$ cat config.mk
export PLATFORM = sky130hd
export DESIGN_NAME = zacore_memory
export DESIGN_NICKNAME = d
export VERILOG_FILES = /design/src/rtl/zacore_pkg.sv /design/src/rtl/zacore_memory_lane.sv /design/src/rtl/zacore_memory.sv
export SDC_FILE = /design/constraint.sdc
export NUM_CORES = 1
export LEC_CHECK = 0
export CAP_MARGIN = 10
export CORE_MARGIN = 5
export CORE_UTILIZATION = 25
export CTS_BUF_LIST = sky130_fd_sc_hd__clkbuf_2
export DETAILED_ROUTE_END_ITERATION = 7
export REMOVE_ABC_BUFFERS = 1
export SYNTH_ARGS = -nofsm -noshare
export SYNTH_HDL_FRONTEND = slang
export SYNTH_SLANG_ARGS = --single-unit
$ cat constraint.sdc
create_clock -name i_clk -period 4.1 [get_ports i_clk]
set_clock_uncertainty 0.05 [all_clocks]
set_input_delay 0.615 -clock i_clk [delete_from_list [all_inputs] [get_ports i_clk]]
set_output_delay 0.615 -clock i_clk [all_outputs]
set_load 0.05 [all_outputs]
$ cat src/rtl/zacore_pkg.sv
// Shared types for the Zacore pipeline: stage-to-stage interfaces and memory op encodings.
package zacore_pkg;

  localparam int XLEN = 32;

  typedef enum logic [1:0] {
    MEM_NONE  = 2'd0,
    MEM_LOAD  = 2'd1,
    MEM_STORE = 2'd2
  } mem_op_e;

  typedef enum logic [1:0] {
    SIZE_BYTE = 2'd0,
    SIZE_HALF = 2'd1,
    SIZE_WORD = 2'd2
  } mem_size_e;

  typedef struct packed {
    logic            valid;
    logic [4:0]      rd_idx;
    logic            rd_wen;
    logic [XLEN-1:0] alu_result;
    mem_op_e         mem_op;
    mem_size_e       mem_size;
    logic            mem_unsigned;
    logic [XLEN-1:0] store_data;
  } execute_memory_if_t;

  typedef struct packed {
    logic            valid;
    logic [4:0]      rd_idx;
    logic            rd_wen;
    logic [XLEN-1:0] rd_data;
    logic            fault;
  } memory_writeback_if_t;

  // A half must sit on an even byte, a word on a 4-byte boundary.
  function automatic logic is_misaligned(mem_size_e size, logic [1:0] lane);
    case (size)
      SIZE_HALF: is_misaligned = lane[0];
      SIZE_WORD: is_misaligned = (lane != 2'b00);
      default:   is_misaligned = 1'b0;
    endcase
  endfunction

endpackage

$ cat src/rtl/zacore_memory_lane.sv
// Combinational byte-lane steering for stores and lane extraction/extension for loads.
module zacore_memory_lane
  import zacore_pkg::*;
(
  input  mem_size_e       size_i,
  input  logic            unsigned_i,
  input  logic [1:0]      lane_i,
  input  logic [XLEN-1:0] storeData_i,
  input  logic [XLEN-1:0] rdata_i,
  output logic [XLEN-1:0] wdata_o,
  output logic [3:0]      wstrb_o,
  output logic [XLEN-1:0] loadData_o
);

  logic [15:0] laneBits;

  always_comb begin
    wdata_o    = storeData_i;
    wstrb_o    = 4'b1111;
    loadData_o = rdata_i;
    laneBits   = 16'(rdata_i >> {lane_i, 3'b000});
    case (size_i)
      SIZE_BYTE: begin
        wstrb_o    = 4'b0001 << lane_i;
        wdata_o    = {4{storeData_i[7:0]}};
        loadData_o = unsigned_i ? {24'b0, laneBits[7:0]}
                                : {{24{laneBits[7]}}, laneBits[7:0]};
      end
      SIZE_HALF: begin
        wstrb_o    = 4'b0011 << lane_i;
        wdata_o    = {2{storeData_i[15:0]}};
        loadData_o = unsigned_i ? {16'b0, laneBits}
                                : {{16{laneBits[15]}}, laneBits};
      end
      default: ;
    endcase
  end

endmodule

$ cat src/rtl/zacore_memory.sv
// Zacore memory stage: passes ALU results to writeback and runs one outstanding
// req/ack data-memory transaction at a time, stalling execute while it is busy.
module zacore_memory
  import zacore_pkg::*;
(
  input  logic                 i_clk,
  input  logic                 i_rst,
  input  execute_memory_if_t   i_execute_memory_if,
  output logic                 o_stall,
  input  logic                 i_invalidate,
  output memory_writeback_if_t o_memory_writeback_if,
  output logic                 o_dmem_req,
  output logic                 o_dmem_we,
  output logic [XLEN-1:0]      o_dmem_addr,
  output logic [XLEN-1:0]      o_dmem_wdata,
  output logic [3:0]           o_dmem_wstrb,
  input  logic                 i_dmem_ack,
  input  logic [XLEN-1:0]      i_dmem_rdata
);

  typedef enum logic [1:0] {IDLE, REQ, DRAIN} state_e;

  state_e               state_q, state_d;
  memory_writeback_if_t wb_q, wb_d;
  logic [XLEN-1:0]      addr_q, addr_d;
  logic [XLEN-1:0]      storeData_q, storeData_d;
  mem_size_e            size_q, size_d;
  logic                 we_q, we_d;
  logic                 unsigned_q, unsigned_d;
  logic [4:0]           rdIdx_q, rdIdx_d;
  logic                 rdWen_q, rdWen_d;

  logic [XLEN-1:0]      laneWdata;
  logic [3:0]           laneWstrb;
  logic [XLEN-1:0]      loadData;

  // Steering works off the latched request so the bus stays stable until ack.
  zacore_memory_lane u_lane (
    .size_i      (size_q),
    .unsigned_i  (unsigned_q),
    .lane_i      (addr_q[1:0]),
    .storeData_i (storeData_q),
    .rdata_i     (i_dmem_rdata),
    .wdata_o     (laneWdata),
    .wstrb_o     (laneWstrb),
    .loadData_o  (loadData)
  );

  always_comb begin
    state_d     = state_q;
    wb_d        = wb_q;
    wb_d.valid  = 1'b0;
    addr_d      = addr_q;
    storeData_d = storeData_q;
    size_d      = size_q;
    we_d        = we_q;
    unsigned_d  = unsigned_q;
    rdIdx_d     = rdIdx_q;
    rdWen_d     = rdWen_q;
    case (state_q)
      IDLE: begin
        if (i_execute_memory_if.valid && !i_invalidate) begin
          case (i_execute_memory_if.mem_op)
            MEM_LOAD, MEM_STORE: begin
              if (is_misaligned(i_execute_memory_if.mem_size, i_execute_memory_if.alu_result[1:0])) begin
                wb_d.valid   = 1'b1;
                wb_d.rd_idx  = i_execute_memory_if.rd_idx;
                wb_d.rd_wen  = 1'b0;
                wb_d.rd_data = i_execute_memory_if.alu_result;
                wb_d.fault   = 1'b1;
              end else begin
                addr_d      = i_execute_memory_if.alu_result;
                storeData_d = i_execute_memory_if.store_data;
                size_d      = i_execute_memory_if.mem_size;
                we_d        = (i_execute_memory_if.mem_op == MEM_STORE);
                unsigned_d  = i_execute_memory_if.mem_unsigned;
                rdIdx_d     = i_execute_memory_if.rd_idx;
                rdWen_d     = i_execute_memory_if.rd_wen;
                state_d     = REQ;
              end
            end
            default: begin
              wb_d.valid   = 1'b1;
              wb_d.rd_idx  = i_execute_memory_if.rd_idx;
              wb_d.rd_wen  = i_execute_memory_if.rd_wen;
              wb_d.rd_data = i_execute_memory_if.alu_result;
              wb_d.fault   = 1'b0;
            end
          endcase
        end
      end
      REQ: begin
        if (i_dmem_ack) begin
          state_d = IDLE;
          if (!i_invalidate) begin
            wb_d.valid   = 1'b1;
            wb_d.rd_idx  = rdIdx_q;
            wb_d.fault   = 1'b0;
            wb_d.rd_wen  = we_q ? 1'b0 : rdWen_q;
            wb_d.rd_data = we_q ? '0 : loadData;
          end
        end else if (i_invalidate) begin
          state_d = DRAIN;
        end
      end
      DRAIN: begin
        if (i_dmem_ack) state_d = IDLE;
      end
      default: state_d = IDLE;
    endcase
  end

  always_ff @(posedge i_clk) begin
    if (i_rst) begin
      state_q     <= IDLE;
      wb_q        <= '0;
      addr_q      <= '0;
      storeData_q <= '0;
      size_q      <= SIZE_BYTE;
      we_q        <= 1'b0;
      unsigned_q  <= 1'b0;
      rdIdx_q     <= '0;
      rdWen_q     <= 1'b0;
    end else begin
      state_q     <= state_d;
      wb_q        <= wb_d;
      addr_q      <= addr_d;
      storeData_q <= storeData_d;
      size_q      <= size_d;
      we_q        <= we_d;
      unsigned_q  <= unsigned_d;
      rdIdx_q     <= rdIdx_d;
      rdWen_q     <= rdWen_d;
    end
  end

  assign o_stall               = (state_q != IDLE);
  assign o_dmem_req            = (state_q != IDLE);
  assign o_dmem_we             = we_q;
  assign o_dmem_addr           = {addr_q[XLEN-1:2], 2'b00};
  assign o_dmem_wdata          = laneWdata;
  assign o_dmem_wstrb          = we_q ? laneWstrb : 4'b0000;
  assign o_memory_writeback_if = wb_q;

endmodule

## After elaboration in Yosys (flattened, before gate mapping)

Index checks and enable logic that the tools add are counted.

- Register bits: 116
- Input bits: 112
- Output and inout bits: 111
- Word-level logic and storage cells: 68

- Equality and inequality tests: 15
- Shift operators: 3
- Muxes and demuxes: 25
- Bitwise logic cells: 1
- Reductions and logical operators: 11

Operators with widths:

| operator | count |
|---|---|
| $mux 40 | 5 |
| $pmux 32 s2 | 2 |
| $mux 32 | 3 |
| $pmux 40 s2 | 1 |
| $shr 32x5->16 | 1 |
| $mux 2 | 6 |
| $ne 2x2->1 const B | 5 |
| $reduce_and 5->1 | 2 |
| $eq 2x1->1 const B | 4 |
| $pmux 4 s2 | 1 |
| $eq 2x2->1 const B | 3 |
| $ne 3x3->1 const B | 2 |
| $pmux 2 s3 | 1 |
| $reduce_bool 2->1 | 3 |
| $logic_not 2->1 | 2 |
| $mux 1 | 4 |
| $mux 4 | 1 |
| $reduce_and 4->1 | 1 |
| $shl 1x2->4 const A | 1 |
| $shl 2x2->4 const A | 1 |
| $ne 2x1->1 const B | 1 |
| $pmux 1 s2 | 1 |
| $reduce_or 2->1 | 1 |
| $logic_and 1x1->1 | 1 |
| 2 further kinds | 2 |

## Depth between registers and ports, before layout

Gate-level depths: netlist of run 1.

- Word-level depth: 9
- Gate-level depth with buffers: 9
- Gate-level depth less buffers: 7

## Hierarchy

From an unflattened synthesis of run 1, not the netlist that was laid out.

- Cell total of the unflattened synthesis: 721
- Area total of the unflattened synthesis: 6094.6 µm²

By module, submodules not included:

| module | instances | cells an instance | area an instance (µm²) | sequential area each (µm²) |
|---|---|---|---|---|
| zacore_memory | 1 | 530 | 4758.3 | 2322.2 |
| zacore_memory_lane | 1 | 191 | 1336.3 | 0.0 |

## Worst setup path after synthesis of run 1

OpenSTA, ideal clock, no wires.

- Path kind: flip-flop to output port
- Start: reg size_q[0]
- End: out o_dmem_wdata[24]
- Data arrival time: 2.065 ns
- Required time: 3.435 ns
- Path slack: 1.370 ns
- Stages on the path, launching flop included: 5
- Buffers on the path: 2
- Path through: dfxtp_1 clkbuf_1 buf_2 mux2i_1 o21ai_0

- Word-level cells in the longest chain between the ends: 2
- Elaborated cells on any way between the ends: 3
- Classes of those cells: 1 x eq/ne; 1 x mux; 1 x reduce/logical

RTL lines:

| element | line | source |
|---|---|---|
| from (decl) | zacore_memory.sv:27 | `mem_size_e size_q, size_d;` |
| from (signal assigned) | zacore_memory.sv:129 | `size_q <= size_d;` |
| $eq 2x1->1 / $logic_not 2->1 (equally long branches) | zacore_memory_lane.sv:22 | `case (size_i)` |
| $pmux 32 s2 (*) | zacore_memory_lane.sv:22 |  |
| to (decl) | zacore_memory.sv:15 | `output logic [XLEN-1:0] o_dmem_wdata,` |

Mark *: on every way between the ends. The rest lies on a longest branch, timed or not.

## Worst setup path after layout of run 1

- Start: reg size_q[1]
- End: out o_dmem_wdata[11]

Same word-level chain as after synthesis.

==> impl_metrics.json, run 1 <==
{
  "grt-ovfl-total": 0,
  "grtUsageTotal_pct": 15.9,
  "numCtsBuffers": 17,
  "cts-root-buf": "clkbuf_2",
  "yosysTopAreaCellShare_pct": 40.7,
  "num_rows": 55,
  "drc": 0,
  "path_cells": "nor2_1 > mux2_2 > clkdlybuf4s50_1",
  "ys_seq_area_share_pct": 40.7,
  "antenna_left": 0,
  "power.density_mw_per_mm2": 336,
  "maxSlewHeadroom_pct": 28.7,
  "tightestPinTransition_ns": 1.07,
  "synth_common_cells": "nand2_1 (196), dfxtp_1 (116), a21oi_1 (101), buf_4 (53), nor2_1 (31)",
  "max_freq_mhz": 274,
  "drv_cap": 0,
  "clk_path_buf_depth": 2,
  "ys_ff_latch": 116,
  "dr.pass1.iters": 4,
  "synth_area_mm2": 0.00570,
  "num_vias": 5523,
  "grt_max_degree": 68,
  "syn_to_final_growth_pct": 41.1,
  "die-area_mm2": 0.0259,
  "cts_setup_buffers": 0,
  "critical-path-max-stage-delay_ns": 0.81,
  "die_w_um": 161,
  "initial_core_util_pct": 25.2,
  "core_mm2": 0.0226,
  "worst-path-buf-inv": 1,
  "final_nets": 986,
  "fin_crit_sh_pct": 88.9,
  "postSynthAreaPerCell_um2": 7.98,
  "start_kind": "flop",
  "path_clk_slew_ns": 0.20,
  "wl_per_cell_um": 18.2,
  "dp_hpwl_mm": 15.2,
  "whs_ns": 0.398,
  "cpLargestDelayFamily": "simple AND/OR/NAND/NOR gates",
  "worst_ep_arrival_time_ns": 2.98,
  "cts.sinks": 116,
  "grt_pass1_wl_mm": 32.1,
  "cts_tree": "yes",
  "layout-drive-gt1-share_pct": 9.62,
  "yosys_warnings": 0,
  "antenna_found_initial": 1,
  "crit_fanout": 9,
  "ios": 223,
  "hold_path_class": "in2reg",
  "layout_setup_ws_ns": 0.454,
  "cp_data_required_time_ns": 3.43,
  "clk_latency_ns": 0.67,
  "hold_viol_final": 0,
  "tns_ns": 0,
  "portBuffers": 220,
  "fp.dieH_um": 161,
  "antenna_cells": 0,
  "setup_violations": 0,
  "gp_congestion": 0.831,
  "cts_resized": 0,
  "nFillCells": 2406,
  "ctsHtreeMaxLevel": 4,
  "ys_top_cells_by_area": "dfxtp_1 (41%), nand2_1 (13%), a21oi_1 (8.9%)",
  "rsz0062_at_grt": "no",
  "crit_path_end_kind": "output pin",
  "dp_worst_setup_slack_ns": 0.644,
  "yosys.area.top_type": "dfxtp_1",
  "synthArstFlopShare_pct": 0,
  "synth_cells": 714,
  "leakagePower_nw": 2.71,
  "grt_pass1_vias": 5503,
  "synthFlopType": "dfxtp_1",
  "drv_slew": 0,
  "post_cts_hold_buffer_count": 0,
  "critical_path_class": "reg2out",
  "period_needed_ns": 3.65,
  "peakVddDrop_mv": 0.128,
  "synth_edf_count": 0,
  "wl_mm": 21.3,
  "outcome": "finished clean",
  "synth_most_common_cell": "nand2_1",
  "vias_per_cell": 4.72,
  "ys_types": 47,
  "drt-initial-drc-count": 338,
  "crit_slowest_cell": "nor2_1"
}
path summary, 6_finish.rpt:
path	to	cells after the start	start	slack (ns)
worst min register to register	storeData_q[23]	2	storeData_q[23]	0.42
worst min-delay path	storeData_q[19]	3	i_execute_memory_if[19]	0.40
worst max-delay path	o_dmem_wdata[11]	3	size_q[1]	0.45
worst max register to register	addr_q[23]	6	state_q[1]	1.48
state kept, by name, indices dropped and copies added (netlist names):
name / cells
addr_q: 32
o_dmem_we: 1
o_memory_writeback_if: 40
rdIdx_q: 5
rdWen_q: 1
size_q: 2
state_q: 2
storeData_q: 32
unsigned_q: 1
report_power, final:
part           leakage [nW]  switching, mW  internal [mW]
clock network         0.161          0.458          0.404
registers             0.943         0.0297           1.18
logic                  1.60          0.384          0.250
total                  2.71          0.872           1.83
area by class of cell:
type / count / area, µm² / area share, %
Multi-Input combinational cell: 496 / 2750 / 34.2
Timing Repair Buffer: 234 / 2320 / 28.9
Sequential cell: 116 / 2320 / 28.9
Tap cell: 285 / 357 / 4.44
Clock inverter: 11 / 159 / 1.98
Clock buffer: 21 / 105 / 1.31
Inverter: 6 / 22.5 / 0.280
worst register-to-register path: stages, from the launching register on:
cell     delay (ns)
dfxtp_1        0.42
nor4b_4        0.37
nand2_1        0.15
nor2_4         0.77
buf_4          0.55
nand2_1        0.12
a21oi_1        0.13
cells by family after synthesis:
kind of cell,share of synthesized area (%)
AO/OA/AOI/OAI,21.3
adder cells (fa/ha/maj),0.659
buffers and inverters,11.3
flip-flops,40.7
multiplexers,6.56
other,0.0658
AND/OR/NAND/NOR,19.4
layer usage:
layer  GRT usage (%)  part of all wire [%]  up-vias
met2            24.7                    44      188
met1            20.1                    44     2566
met3            7.02                   9.3       24
met5               0                 0.061        -
li1                -                     -     2743
met4            4.58                   1.9        2
stage by stage:
stage / instances / cell area [µm²] / utilization [%] / total power, mW
6_report: 1169 / 8040 / 35.6 / 2.70
5_1_grt: 1169 / 8040 / 35.6 / 2.83
4_1_cts: 1169 / 8040 / 35.6 / 2.75
3_5_place_dp: 1137 / 7770 / 34.4 / 1.87
2_1_floorplan: 618 / 5080 / - / 1.55
3_3_place_gp: 1137 / 7770 / 34.4 / 1.87
cell usage in the layout, fill, tap and decap left out, types with 16 or more instances in the layout:
cell,count
nand2_1,196
o21ai_0,19
clkbuf_2,21
a31oi_1,17
mux2i_1,16
clkdlybuf4s50_1,217
dfxtp_1,116
nor2_1,30
a21oi_1,101
mux2_2,19
No activity file was read; power rests on OpenSTA's default activity.
==> inputs of run 2 (changes only) <==
--- a/config.mk
+++ b/config.mk
@@ -7,10 +7,12 @@
 export LEC_CHECK = 0
 export CAP_MARGIN = 10
 export CORE_MARGIN = 5
-export CORE_UTILIZATION = 25
+export CORE_UTILIZATION = 49
 export CTS_BUF_LIST = sky130_fd_sc_hd__clkbuf_2
 export DETAILED_ROUTE_END_ITERATION = 7
+export PLACE_DENSITY = 0.89
 export REMOVE_ABC_BUFFERS = 1
+export SETUP_SLACK_MARGIN = 0.2
 export SYNTH_ARGS = -nofsm -noshare
 export SYNTH_HDL_FRONTEND = slang
 export SYNTH_SLANG_ARGS = --single-unit
==> run 2 against run 1 <==
Core utilization rose by 33 points. Highest routed layer is now met4. Non-clock buffer count decreased by 1. Cell count shrank 12%. Register-to-register slack better by 0.14 ns. Clock power down 20%. Critical path type unchanged.
==> impl_metrics.json, run 2 (same netlist as run 1, synthesis figures left out) <==
{
  "outcome": "finished clean",
  "cts_tree": "yes",
  "die_w_um": 118,
  "rsz0062_at_grt": "no",
  "fin_area_mm2": 0.00778,
  "ctsHtreeMaxLevel": 4,
  "antenna_found_initial": 1,
  "path_clk_slew_ns": 0.16,
  "post_cts_hold_buffer_count": 0,
  "use_met1_pct": 27.6,
  "initial_core_util_pct": 49.9,
  "met3_usage_pct": 11.1,
  "maxSlewHeadroom_pct": 40.7,
  "netSwitchingFraction_pct": 32.1,
  "clk_path_buf_depth": 2,
  "critical-path-max-stage-delay_ns": 0.84,
  "layout-drive-gt1-share_pct": 8.84,
  "top_usage_layer": "met2",
  "crit_slowest_cell": "clkdlybuf4s50_1",
  "cp_data_required_time_ns": 3.43,
  "fin_crit_sh_pct": 86.9,
  "timing.rr.start": "state_q[1]",
  "start_kind": "flop",
  "hold_path_class": "in2reg",
  "largest_reg_flops": 40,
  "critical_path_class": "reg2out",
  "worst-path-buf-inv": 1,
  "cts_setup_buffers": 0,
  "final_nets": 985,
  "grt-ovfl-total": 0,
  "max_freq_mhz": 281,
  "wl_mm": 18.1,
  "num_rows": 39,
  "ff2ff_path_depth": 7,
  "wl_per_cell_um": 17.6,
  "hold_end": "storeData_q[9]",
  "cpLargestDelayFamily": "buffers and inverters",
  "grt_pass1_wl_mm": 28.0,
  "cp_num_cells": 4,
  "grt_pass1_vias": 5488,
  "drt-initial-drc-count": 411,
  "grtUsageTotal_pct": 25.1,
  "numCtsBuffers": 17,
  "ios": 223,
  "drv_cap": 0,
  "crit_fanout": 16,
  "path_cells": "nor2b_1 > nand2_1 > a31oi_1 > clkdlybuf4s50_1",
  "cts_resized": 0,
  "num_vias": 5683,
  "crit_path_end_kind": "output pin",
  "seqPwrFrac_pct": 48.1,
  "hold_viol_final": 0,
  "tightestPinTransition_ns": 0.887,
  "power.density_mw_per_mm2": 323,
  "whs_path_depth": 3,
  "layout_common_cells": "clkdlybuf4s50_1 (219), nand2_1 (196), dfxtp_1 (116)",
  "core_mm2": 0.0114,
  "dp_hpwl_mm": 13.3,
  "portBuffers": 220,
  "p_sw_mw": 0.808,
  "dpl_cell_area_mm2": 0.00758,
  "vias_per_cell": 5.54,
  "cts-root-buf": "clkbuf_2",
  "rrSetupSlack_ns": 1.62,
  "min_from": "i_execute_memory_if[9]",
  "worst_ep_arrival_time_ns": 2.90,
  "layout_commonest_cell": "clkdlybuf4s50_1",
  "p_int_mw": 1.71,
  "gp_congestion": 0.871,
  "drv_slew": 0,
  "tns_ns": 0,
  "peakVddDrop_mv": 0.211,
  "timing.rr.end": "storeData_q[1]",
  "clkPwrFrac_pct": 27.4,
  "drc": 0,
  "dr.pass1.iters": 6,
  "cts.sinks": 116,
  "grt_max_degree": 86,
  "period_needed_ns": 3.56,
  "setup_violations": 0,
  "die-area_mm2": 0.0139,
  "antenna_left": 0,
  "leakagePower_nw": 2.67,
  "syn_to_final_growth_pct": 36.6,
  "fp.dieH_um": 118,
  "clk_latency_ns": 0.68,
  "met2_usage_pct": 41.8,
  "pwr-share-comb_pct": 24.6
}
-- run 2: cell types whose count changed in the layout (fill, tap and decap cells not counted) --
cell,before,now
buf_12,2,1
clkinvlp_4,2,0
bufinv_16,4,2
clkinv_1,1,4
clkdlybuf4s50_1,217,219
clkbuf_2,21,23
diode_2,0,1
clkinv_2,4,2
buf_4,15,13
-- run 2: how the worst max path moves through the flow --
| stage | slack, ns | startpoint | end |
|---|---|---|---|
| 6_report | 0.54 | addr_q[1] | o_dmem_wstrb[2] |
| 3_5_place_dp | 0.87 | i_execute_memory_if[33] | storeData_q[1] |
| 2_1_floorplan | 0.26 | i_invalidate | addr_q[0] |
| 3_3_place_gp | 0.98 | i_execute_memory_if[33] | o_memory_writeback_if[18] |
| 4_1_cts | 0.44 | addr_q[1] | o_dmem_wstrb[2] |
| 5_1_grt | 0.22 | addr_q[1] | o_dmem_wstrb[2] |
-- run 2: per-layer routing --
layer / vias to the layer above / wire length [µm]
met5: - / 0
met4: 0 / 516
met2: 294 / 8560
met1: 2612 / 7060
li1: 2738 / -
met3: 39 / 1940
-- run 2: through the flow --
step / util (%) / total power, mW / hold slack (ns) / setup WS [ns] / cells
floorplan: - / 1.55 / 0.377 / 0.263 / 618
global placement: 66.4 / 1.84 / 0.389 / 0.980 / 994
detailed placement: 66.4 / 1.85 / 0.395 / 0.874 / 994
CTS: 68.2 / 2.54 / 0.310 / 0.437 / 1025
global route: 68.2 / 2.62 / 0.303 / 0.219 / 1026
finish: 68.2 / 2.52 / 0.403 / 0.538 / 1026
-- run 2: power groups by stage --
stage | Combinational [mW] | Clock (mW) | Sequential (mW)
after floorplan | 0.197 | 0 | 1.36
final | 0.618 | 0.689 | 1.21
after global routing | 0.654 | 0.755 | 1.22
after CTS | 0.619 | 0.711 | 1.21
after detailed placement | 0.617 | 0 | 1.23
after global placement | 0.612 | 0 | 1.23
-- run 2: worst min-delay path: cells and delay by family --
family / cells / cell delay, ns
simple gates: 1 / 0.05
compound gates: 1 / 0.05
buf+inv: 1 / 0.39
-- run 2: cell type report --
| class | instances | area (µm²) |
|---|---|---|
| clock buffers | 23 | 115 |
| flip-flops and latches | 116 | 2320 |
| diodes | 1 | 2.50 |
| repair buffers | 233 | 2310 |
| fillers | 972 | 3630 |
| clock inverters | 8 | 85.1 |
| inverters | 6 | 22.5 |
| multi-input cells | 496 | 2750 |
| well taps | 143 | 179 |
